===== src/rtl/bcd_pkg.sv =====
// Shared constants and state encoding for the digit-serial BCD add/subtract unit.
package bcd_pkg;

   localparam int unsigned DIGIT_W       = 4;
   localparam logic        OP_ADD        = 1'b0;
   localparam logic        OP_SUB        = 1'b1;
   localparam logic [3:0]  BCD_MAX_DIGIT = 4'd9;

   typedef enum logic [1:0] {
      IDLE,
      CALC,
      NEGATE,
      DONE
   } state_e;

endpackage


===== src/rtl/bcd_digit_addsub.sv =====
// Combinational single-digit BCD stage: a_d + (sub ? 9-b_d : b_d) + cin with decimal correction.
module bcd_digit_addsub
   import bcd_pkg::*;
(
   input  logic [3:0] a_d,
   input  logic [3:0] b_d,
   input  logic       cin,
   input  logic       sub,
   output logic [3:0] s_d,
   output logic       cout
);

   logic [3:0] bd;
   logic [4:0] s;

   always_comb begin
      bd = sub ? (BCD_MAX_DIGIT - b_d) : b_d;
      s  = {1'b0, a_d} + {1'b0, bd} + {4'b0000, cin};
      if (s > {1'b0, BCD_MAX_DIGIT}) begin
         s_d  = 4'(s - 5'd10);
         cout = 1'b1;
      end else begin
         s_d  = s[3:0];
         cout = 1'b0;
      end
   end

endmodule


===== src/rtl/bcd_addsub_serial.sv =====
// Digit-serial BCD adder/subtractor (LSD first) returning signed magnitude.
// Define BCD_INPUT_CHECK_EN to reject operands containing non-BCD digits.
module bcd_addsub_serial
   import bcd_pkg::*;
#(
   parameter int unsigned DIGITS = 4
) (
   input  logic                  clk,
   input  logic                  reset,
   input  logic                  start,
   input  logic                  op,
   input  logic [4*DIGITS-1:0]   a,
   input  logic [4*DIGITS-1:0]   b,
   output logic                  busy,
   output logic                  done,
   output logic [4*DIGITS-1:0]   result,
   output logic                  negative,
   output logic                  overflow,
   output logic                  error
);

   localparam int unsigned W        = DIGIT_W * DIGITS;
   localparam int unsigned IDX_W    = (DIGITS > 1) ? $clog2(DIGITS) : 1;
   localparam logic [IDX_W-1:0] LAST_IDX = IDX_W'(DIGITS - 1);

   state_e           state_q, state_d;
   logic [W-1:0]     a_q, a_d;
   logic [W-1:0]     b_q, b_d;
   logic [W-1:0]     r_q, r_d;
   logic [W-1:0]     result_q, result_d;
   logic             op_q, op_d;
   logic             carry_q, carry_d;
   logic [IDX_W-1:0] idx_q, idx_d;
   logic             negative_q, negative_d;
   logic             overflow_q, overflow_d;

   logic [3:0]       st_a, st_b, st_s;
   logic             st_cin, st_sub, st_cout;

`ifdef BCD_INPUT_CHECK_EN
   logic error_q, error_d;
   logic input_bad;

   always_comb begin
      input_bad = 1'b0;
      for (int i = 0; i < int'(DIGITS); i++) begin
         if (a[i*DIGIT_W +: DIGIT_W] > BCD_MAX_DIGIT ||
             b[i*DIGIT_W +: DIGIT_W] > BCD_MAX_DIGIT) begin
            input_bad = 1'b1;
         end
      end
   end
`endif

   bcd_digit_addsub u_digit (
      .a_d  (st_a),
      .b_d  (st_b),
      .cin  (st_cin),
      .sub  (st_sub),
      .s_d  (st_s),
      .cout (st_cout)
   );

   always_comb begin
      state_d    = state_q;
      a_d        = a_q;
      b_d        = b_q;
      r_d        = r_q;
      result_d   = result_q;
      op_d       = op_q;
      carry_d    = carry_q;
      idx_d      = idx_q;
      negative_d = negative_q;
      overflow_d = overflow_q;
`ifdef BCD_INPUT_CHECK_EN
      error_d    = error_q;
`endif
      st_a       = a_q[DIGIT_W-1:0];
      st_b       = b_q[DIGIT_W-1:0];
      st_cin     = carry_q;
      st_sub     = (op_q == OP_SUB);

      unique case (state_q)
         IDLE: begin
            if (start) begin
               a_d     = a;
               b_d     = b;
               op_d    = op;
               carry_d = op;
               idx_d   = '0;
               state_d = CALC;
`ifdef BCD_INPUT_CHECK_EN
               error_d = 1'b0;
               if (input_bad) begin
                  state_d    = DONE;
                  result_d   = {W{1'b1}};
                  error_d    = 1'b1;
                  negative_d = 1'b0;
                  overflow_d = 1'b0;
               end
`endif
            end
         end
         CALC: begin
            // r rotates in from the top so it is digit-aligned after DIGITS shifts
            a_d                  = a_q >> DIGIT_W;
            b_d                  = b_q >> DIGIT_W;
            r_d                  = r_q >> DIGIT_W;
            r_d[W-1 -: DIGIT_W]  = st_s;
            carry_d              = st_cout;
            idx_d                = idx_q + 1'b1;
            if (idx_q == LAST_IDX) begin
               idx_d = '0;
               if (op_q == OP_ADD) begin
                  result_d   = r_d;
                  overflow_d = st_cout;
                  negative_d = 1'b0;
                  state_d    = DONE;
               end else if (st_cout) begin
                  result_d   = r_d;
                  overflow_d = 1'b0;
                  negative_d = 1'b0;
                  state_d    = DONE;
               end else begin
                  carry_d = 1'b1;
                  state_d = NEGATE;
               end
            end
         end
         NEGATE: begin
            // ten's complement of the partial result: 0 - r
            st_a                 = '0;
            st_b                 = r_q[DIGIT_W-1:0];
            st_sub               = 1'b1;
            r_d                  = r_q >> DIGIT_W;
            r_d[W-1 -: DIGIT_W]  = st_s;
            carry_d              = st_cout;
            idx_d                = idx_q + 1'b1;
            if (idx_q == LAST_IDX) begin
               idx_d      = '0;
               result_d   = r_d;
               negative_d = 1'b1;
               overflow_d = 1'b0;
               state_d    = DONE;
            end
         end
         DONE: begin
            state_d = IDLE;
         end
         default: begin
            state_d = IDLE;
         end
      endcase
   end

   always_ff @(posedge clk or posedge reset) begin
      if (reset) begin
         state_q    <= IDLE;
         a_q        <= '0;
         b_q        <= '0;
         r_q        <= '0;
         result_q   <= '0;
         op_q       <= OP_ADD;
         carry_q    <= 1'b0;
         idx_q      <= '0;
         negative_q <= 1'b0;
         overflow_q <= 1'b0;
      end else begin
         state_q    <= state_d;
         a_q        <= a_d;
         b_q        <= b_d;
         r_q        <= r_d;
         result_q   <= result_d;
         op_q       <= op_d;
         carry_q    <= carry_d;
         idx_q      <= idx_d;
         negative_q <= negative_d;
         overflow_q <= overflow_d;
      end
   end

`ifdef BCD_INPUT_CHECK_EN
   always_ff @(posedge clk or posedge reset) begin
      if (reset) begin
         error_q <= 1'b0;
      end else begin
         error_q <= error_d;
      end
   end

   assign error = error_q;
`else
   assign error = 1'b0;
`endif

   assign busy     = (state_q == CALC) || (state_q == NEGATE);
   assign done     = (state_q == DONE);
   assign result   = result_q;
   assign negative = negative_q;
   assign overflow = overflow_q;

endmodule


===== config.mk =====
export PLATFORM = sky130hd
export DESIGN_NAME = bcd_addsub_serial
export DESIGN_NICKNAME = d
export VERILOG_FILES = /design/src/rtl/bcd_pkg.sv /design/src/rtl/bcd_digit_addsub.sv /design/src/rtl/bcd_addsub_serial.sv
export SDC_FILE = /design/constraint.sdc
export NUM_CORES = 1
export LEC_CHECK = 0
export BUFFER_PORTS_ARGS = -buffer_cell sky130_fd_sc_hd__clkbuf_2
export CAP_MARGIN = 10
export CORE_MARGIN = 2
export CORE_UTILIZATION = 35
export DETAILED_ROUTE_END_ITERATION = 10
export GPL_TIMING_DRIVEN = 0
export SLEW_MARGIN = 40
export SYNTH_ARGS = -nofsm -noshare
export SYNTH_HDL_FRONTEND = slang
export SYNTH_SLANG_ARGS = --single-unit

===== constraint.sdc =====
create_clock -name clk -period 5.3 [get_ports clk]
set_input_delay 0.265 -clock clk [delete_from_list [all_inputs] [get_ports clk]]
set_output_delay 0.265 -clock clk [all_outputs]
set_load 0.005 [all_outputs]

=== Word-level counts from Yosys, hierarchy flattened ===
Cells that the tools add are included.

* Reduce and logical (&&, ||, !) cells: 13
* Multiplexer cells: 37
* $add $sub $neg: 5
* Equal/unequal tests: 8
* Magnitude comparators: 1

{| class="wikitable"
|+ Operators with widths
! operator !! count
|-
| $mux W16 || 6
|-
| $pmux W16 S2 || 3
|-
| $mux W4 || 4
|-
| $mux W1 || 14
|-
| $mux W2 || 5
|-
| $pmux W2 S4 || 1
|-
| $reduce_and A2 Y1 || 4
|-
| $eq A2 B2 Y1 const B || 3
|-
| $ne A2 B2 Y1 const B || 3
|-
| $reduce_bool A2 Y1 || 3
|-
| $add A4 B4 Y5 || 1
|-
| $add A5 B1 Y5 || 1
|-
| $gt A5 B4 Y1 const B || 1
|-
| $pmux W1 S2 || 2
|-
| $pmux W2 S2 || 1
|-
| $reduce_and A4 Y1 || 1
|-
| $sub A4 B4 Y4 const A || 1
|-
| $sub A4 B4 Y4 const B || 1
|-
| $ne A3 B3 Y1 const B || 1
|-
| $pmux W1 S3 || 1
|-
| $reduce_and A3 Y1 || 1
|-
| $reduce_bool A3 Y1 || 1
|-
| $add A2 B1 Y2 const B || 1
|-
| $eq A2 B1 Y1 const B || 1
|-
| 3 further kinds || 3
|}

* Flip-flop bits (word level): 72
* Input bits: 36
* Output and inout bits: 21
* Word-level logic and storage cells: 74

=== Longest topological paths before layout ===
Gate-level depths: netlist (run 1).

* Depth after elaboration: 12
* Depth in mapped cells: 17
* Depth with buffers taken out: 14

=== Hierarchy ===
A second synthesis (run 1) with hierarchy kept.

* Cell total of the unflattened synthesis: 290
* Area, all modules: 3514.6 sq um

{| class="wikitable"
|+ Modules (own cells, without submodules)
! module !! cells each !! sequential area each (sq um) !! area each (sq um) !! times used
|-
| bcd_addsub_serial || 255 || 1801.7 || 3236.9 || 1
|-
| bcd_digit_addsub || 35 || 0.0 || 277.8 || 1
|}

=== Worst setup path after synthesis (run 1) ===
OpenSTA, ideal clock, no wires.

* Path kind: flip-flop to flip-flop
* From: reg state_q[0]
* To: reg result_q[0], in the netlist result[0]
* Data required time: 5.175 ns
* Period minus slack after synthesis: 4.045 ns
* Cell stages (with the launch flop): 17
* Arrival time: 3.920 ns
* Buffers on the path: 3
* Setup time: 0.125 ns
* Setup slack: 1.255 ns
* Path through: dfrtp_1 -> inv_1 -> ha_1 -> clkbuf_1 -> mux2i_1 -> ha_1 -> mux2_2 -> ha_1 -> xor2_1 -> inv_1 -> ha_1 -> a21boi_0 -> o41a_1 -> buf_6 -> a31oi_4 -> buf_12 -> mux2_4

* Word-level cells in the longest chain between the ends: 10
* Elaborated cells on any way between the ends: 17
* Those cells by class: add/sub (3); order compare (1); eq/ne (5); mux (6); reduce/logical (2)

{| class="wikitable"
|+ Ends and longest elaborated chain
! what !! RTL line !! RTL
|-
| start: declaration || bcd_addsub_serial.sv:26 || <nowiki>state_e state_q, state_d;</nowiki>
|-
| start signal: assignment || bcd_addsub_serial.sv:169 || <nowiki>state_q <= state_d;</nowiki>
|-
| $eq A2 B2 Y1 || bcd_addsub_serial.sv:83 || <nowiki>unique case (state_q)</nowiki>
|-
| $mux W4 || bcd_addsub_serial.sv:83 ||
|-
| $sub A4 B4 Y4 || bcd_digit_addsub.sv:17 || <nowiki>bd = sub ? (BCD_MAX_DIGIT - b_d) : b_d;</nowiki>
|-
| $mux W4 || bcd_digit_addsub.sv:17 ||
|-
| $add A4 B4 Y5 || bcd_digit_addsub.sv:18 || <nowiki>s = {1'b0, a_d} + {1'b0, bd} + {4'b0000, cin};</nowiki>
|-
| $add A5 B1 Y5 || bcd_digit_addsub.sv:18 ||
|-
| $gt A5 B4 Y1 || bcd_digit_addsub.sv:19 || <nowiki>if (s > {1'b0, BCD_MAX_DIGIT}) begin</nowiki>
|-
| $mux W1 || bcd_digit_addsub.sv:19 ||
|-
| $ne A3 B3 Y1 (no source line) || - ||
|-
| $reduce_and A4 Y1 (no source line) || - ||
|-
| end signal: assignment || bcd_addsub_serial.sv:173 || <nowiki>result_q <= result_d;</nowiki>
|-
| end: declaration || bcd_addsub_serial.sv:30 || <nowiki>logic [W-1:0] result_q, result_d;</nowiki>
|}

Parallel ways exist; a longest one is shown, timed or not.
A chain may end at the register's enable or synchronous reset.

=== Worst setup path in the final report (run 1) ===
Ends and elaborated chain as after synthesis.

==> impl_metrics.tcl, run 1 <==
set metrics [dict create \
    syn_area_mm2 0.00356 \
    finClkSkew_ns 0.0116 \
    synthCells 315 \
    die_x_um 105 \
    finalPower_w 0.00348 \
    nFillCells 1007 \
    placed_area_mm2 0.00404 \
    drv_slew 0 \
    numPortBuffers 55 \
    power.density_mw_per_mm2 815 \
    worst_r2r_endpoint "result[0]" \
    grt_overflow 0 \
    post-cts-setup-buffer-count 0 \
    placed_cells_incl_taps 504 \
    cp.required_ns 5.52 \
    drive_gt1_share_pct 29.4 \
    die_h_um 105 \
    ioPinCount 57 \
    finalHoldViolCount 0 \
    cts_tree "done" \
    htreeDepth 3 \
    die-area_mm2 0.0110 \
    min_from "a[13]" \
    period_share_pct 85.7 \
    drtPass1Iterations 4 \
    drtAntennaViolNets 0 \
    rrSetupSlack_ns 0.76 \
    syn_avg_cell_area_um2 11.3 \
    ys_warn_count 0 \
    gp_congestion 0.811 \
    r2r_start "state_q[0]" \
    grt_usage_pct 14.6 \
    worstPathArrival_ns 4.77 \
    path_class "reg -> reg" \
    tightestPinTransition_ns 0.721 \
    clk_latency_ns 0.34 \
    synth_flop_cell "dfrtp_1" \
    root_buffer "clkbuf_8" \
    syn2layout_area_growth_pct 19.8 \
    layout.cells.non_filler 521 \
    fin_area_mm2 0.00427 \
    synth_edf_count 0 \
    place_hpwl_mm 5.50 \
    hold_path_end "a_q[13]" \
    yosysSeqAreaShare_pct 50.6 \
    cts_inserted_buffers 9 \
    clock-sinks 72 \
    peakVddDrop_uv 373 \
    max_clock_freq_ghz 0.220 \
    path_max_fanout 10 \
    clock_path_buffers 2 \
    setup_tns_ns 0 \
    critPathLaunchType "flop" \
    final_cell_mix "dfrtp_1, clkbuf_2, nand2_1" \
    rows 36 \
    antenna_found_initial 0 \
    clk_pin_slew_worst_paths_ns 0.08 \
    drc_errors 0 \
    fin_nets 432 \
    min_period_ns 4.54 \
    grt_pass1_vias 2590 \
    drv_cap 0 \
    postSynth.asyncResetShare_pct 100 \
    syn-num-nets 364 \
    wirelength_mm 7.33 \
    synthDistinctLibCells 44 \
    drt_iter0_markers 73 \
    core_region_area_mm2 0.00982 \
    outcome "complete, no violations" \
    setup_viol 0 \
    grt_pass1_wl_mm 12.8 \
    hold_ws_ns 0.153 \
    vias_per_cell 4.81 \
    ys_ff_latch 72 \
    route.vias.total 2505 \
    p_leak_nw 1.97 \
    grt_start_max_net_pins 47 \
    min_path_cells 2 \
    start_util_pct 36.3 \
    worstHoldPathType "in -> reg" \
    layout.cells.most_common "dfrtp_1" \
    rsz0062_at_grt "false" \
    slew_headroom_pct 51.4 \
    antenna_cells 0 \
    post_drt_wl_per_cell_um 14.1 \
    end_kind "flop" \
    rr_worst_depth 16 \
]
-- stage by stage --
| stage | worst slack, ns | util [%] |
|---|---|---|
| 3_3_place_gp | 0.792 | 40.8 |
| 3_5_place_dp | 0.715 | 41.1 |
| 5_1_grt | 0.423 | 43.5 |
| 6_report | 0.759 | 43.5 |
| 2_1_floorplan | 1.25 | - |
| 4_1_cts | 0.718 | 43.5 |
-- Yosys cell counts, types with 3 or more instances --
| master | count | share of area [%] |
|---|---|---|
| a21oi_1 | 9 | 1.3 |
| a22o_1 | 3 | 0.74 |
| buf_1 | 5 | 0.53 |
| clkbuf_1 | 11 | 1.2 |
| dfrtp_1 | 72 | 51 |
| ha_1 | 11 | 3.9 |
| inv_1 | 11 | 1.2 |
| mux2_2 | 25 | 7.9 |
| mux2_4 | 9 | 3.8 |
| mux2i_1 | 27 | 7.6 |
| nand2_1 | 41 | 4.3 |
| nor2_1 | 8 | 0.84 |
| nor2b_1 | 10 | 1.8 |
| o21ai_0 | 35 | 4.9 |
| xnor2_1 | 3 | 0.74 |
-- flip-flops by register name (all words and copies together), names as in the netlist --
register,flops
a_q,16
b_q,16
negative,1
op_q,1
state_q,2
overflow,1
result,16
r_q,16
carry_q,1
idx_q,2
-- critical path: stages (launching register included) --
cell and delay (ns):
dfrtp_1 0.45, inv_1 0.11, ha_1 0.30, clkbuf_1 0.35
mux2i_1 0.24, ha_1 0.24, mux2_2 0.27, ha_1 0.35
xor2_1 0.27, inv_1 0.12, ha_1 0.24, a21boi_0 0.13
o41a_1 0.33, buf_6 0.16, a31oi_4 0.37, buf_12 0.20
mux2_4 0.30
-- metal layers --
metal  GRT usage [%]  vias to the layer above  routed length [um]
met5               0                        -                   0
met3            3.49                        6                 263
met1            19.3                     1221                3490
met2            24.0                       50                3510
li1                -                     1228                   -
met4            4.00                        0                  66
-- report_power, final --
part | switching [W] | internal (W) | total, W
logic | 0.00103 | 0.000970 | 0.00200
clock network | 0.000204 | 0.000277 | 0.000481
registers | 0.000162 | 0.000835 | 0.000998
total | 0.00139 | 0.00208 | 0.00348
-- kinds of logic after synthesis --
group / count (synthesis) / synth area share, %
AOI/OAI and AO/OA: 63 / 10.9
xor gates and xnor gates: 5 / 1.23
adders and majority gates: 13 / 4.99
buffers and inverters: 30 / 3.93
DFF: 72 / 50.6
muxes: 61 / 19.3
other: 1 / 0.105
and+or+nand+nor: 70 / 8.96
-- what timing repair did --
action                     CTS  global route
hold buffers                 1             0
hold endpoints to repair    26             0
gates resized for setup      0             0
setup endpoints to repair    0             0
-- cell type report --
type	instances	area, um2	area share [%]
clock buffers	11	141	3.31
plain buffers	19	98.8	2.32
multi-input cells	213	1620	38.0
well taps	133	166	3.90
inverters	11	46.3	1.08
clock inverters	5	80.1	1.88
repair buffers	57	313	7.33
flip-flops and latches	72	1800	42.2
-- how the worst max path moves through the flow --
stage	from	end	slack (ns)	cells after the start
2_1_floorplan	state_q[0]	result[0]	1.25	16
3_3_place_gp	state_q[0]	result[0]	0.79	16
3_5_place_dp	state_q[0]	result[8]	0.71	16
4_1_cts	state_q[0]	result[8]	0.72	16
5_1_grt	state_q[0]	result[0]	0.42	16
6_report	state_q[0]	result[0]	0.76	16
No activity file was read; power rests on OpenSTA's default activity.
==> run 2, diff against run 1 <==
--- a/config.mk
+++ b/config.mk
@@ -7,10 +7,13 @@
 export LEC_CHECK = 0
 export BUFFER_PORTS_ARGS = -buffer_cell sky130_fd_sc_hd__clkbuf_2
 export CAP_MARGIN = 10
+export CELL_PAD_IN_SITES_DETAIL_PLACEMENT = 1
+export CELL_PAD_IN_SITES_GLOBAL_PLACEMENT = 1
 export CORE_MARGIN = 2
 export CORE_UTILIZATION = 35
 export DETAILED_ROUTE_END_ITERATION = 10
 export GPL_TIMING_DRIVEN = 0
+export PLACE_DENSITY_LB_ADDON = 0.1
 export SLEW_MARGIN = 40
 export SYNTH_ARGS = -nofsm -noshare
 export SYNTH_HDL_FRONTEND = slang
==> impl_metrics.tcl, run 2 (synthesis results as in run 1) <==
set metrics [dict create \
    rows 36 \
    numPortBuffers 55 \
    wirelength_mm 7.64 \
    drv_cap 0 \
    rr_worst_depth 16 \
    route.vias.total 2487 \
    post_drt_wl_per_cell_um 14.7 \
    finalPower_w 0.00346 \
    max_stage_delay_ns 0.44 \
    max_clock_freq_ghz 0.221 \
    placed_area_mm2 0.00403 \
    final_cell_mix "dfrtp_1, clkbuf_2, nand2_1" \
    drv_slew 0 \
    dp_slack_ns 0.674 \
    hold_path_end "a_q[13]" \
    drc_errors 0 \
    cts_tree "done" \
    worstPathArrival_ns 4.77 \
    htreeDepth 3 \
    cp_cell_sequence "inv_1, ha_1, clkbuf_1, mux2i_1, ha_1, mux2_2, ha_1, xor2_1, inv_1, ha_1, a21boi_0, o41a_1, buf_6, a31oi_4, buf_12, mux2_4" \
    syn2layout_area_growth_pct 18.9 \
    root_buffer "clkbuf_8" \
    drive_gt1_share_pct 29.4 \
    clock-sinks 72 \
    grt_usage_pct 15.3 \
    clk_latency_ns 0.34 \
    worst_r2r_endpoint "result[0]" \
    p_leak_nw 1.96 \
    layout.cells.most_common "dfrtp_1" \
    fin_nets 432 \
    die_h_um 105 \
    antenna_found_initial 0 \
    grt_pass1_vias 2633 \
    place_hpwl_mm 5.73 \
    path_max_fanout 10 \
    gp_congestion 0.714 \
    drt_iter0_markers 57 \
    drtAntennaViolNets 0 \
    slew_headroom_pct 48.0 \
    power.density_mw_per_mm2 816 \
    rsz0062_at_grt "false" \
    cp_slowest_cell "dfrtp_1" \
    outcome "complete, no violations" \
    worstHoldPathType "in -> reg" \
    grt_overflow 0 \
    cts_inserted_buffers 9 \
    clock_path_buffers 2 \
    cp_top_family "adder cells" \
    drtPass1Iterations 4 \
    finClkSkew_ns 0.0126 \
    finalHoldViolCount 0 \
    start_util_pct 36.3 \
    vias_per_cell 4.77 \
    min_from "a[13]" \
    rrSetupSlack_ns 0.77 \
    peakVddDrop_uv 378 \
    path_class "reg -> reg" \
    critPathBufInv 5 \
    antenna_cells 0 \
    fin_ws_ns 0.766 \
    min_period_ns 4.53 \
    hold_ws_ns 0.143 \
    r2r_start "state_q[0]" \
    setup_viol 0 \
    fin_area_mm2 0.00424 \
    end_kind "flop" \
    critical_path.most_common_cell "ha_1" \
    clk_pin_slew_worst_paths_ns 0.08 \
    tightestPinTransition_ns 0.772 \
    ioPinCount 57 \
    period_share_pct 85.6 \
    grt_pass1_wl_mm 13.4 \
    setup_tns_ns 0 \
    critPathLaunchType "flop" \
    post-cts-setup-buffer-count 0 \
    core_region_area_mm2 0.00982 \
    grt_start_max_net_pins 41 \
    die_x_um 105 \
    cp.required_ns 5.53 \
    min_path_cells 2 \
    die-area_mm2 0.0110 \
]
run 2: final cells by class:
cell class / instances / area, um2
buffer: 19 / 98.8
clock buffer: 11 / 141
fill: 1137 / 5580
tap: 133 / 166
multi-input combinational: 213 / 1620
clock inverter: 5 / 56.3
sequential: 72 / 1800
timing repair buffer: 57 / 305
inverter: 11 / 46.3
run 2: through the flow:
stage,util [%],std cells
floorplan,-,315
global placement,40.8,503
detailed placement,41.0,504
CTS,43.1,521
global route,43.1,521
finish,43.1,521
run 2: power by group:
group	internal, W	switching (W)	leakage (nW)	total, W
logic	0.000973	0.00105	0.970	0.00202
registers	0.000835	0.000161	0.889	0.000996
clock network	0.000230	0.000209	0.0993	0.000439
total	0.00204	0.00142	1.96	0.00346
run 2: worst max-delay path by stage:
stage               start   endpoint  slack (ns)  cells past startpoint
6_report       state_q[0]  result[0]        0.77                     16
5_1_grt        state_q[0]  result[2]        0.38                     16
4_1_cts        state_q[0]  result[0]        0.68                     16
3_5_place_dp   state_q[0]  result[0]        0.67                     16
3_3_place_gp   state_q[0]  result[0]        0.75                     16
2_1_floorplan  state_q[0]  result[0]        1.25                     16
run 2: timing repair:
item                                    4_1_cts  5_1_grt
hold buffers                                  1        0
endpoints found under the setup margin        0        0
endpoints found under the hold margin        32        0
gates resized for setup                       0        0
run 2: routing by layer:
metal  GRT usage, %  part of all wire, %  vias up
met5              0                    0        -
met1           20.3                   48     1205
li1               -                    -     1224
met2           24.9                   47       50
met4           4.29                  1.2        0
met3           3.68                  4.0        8
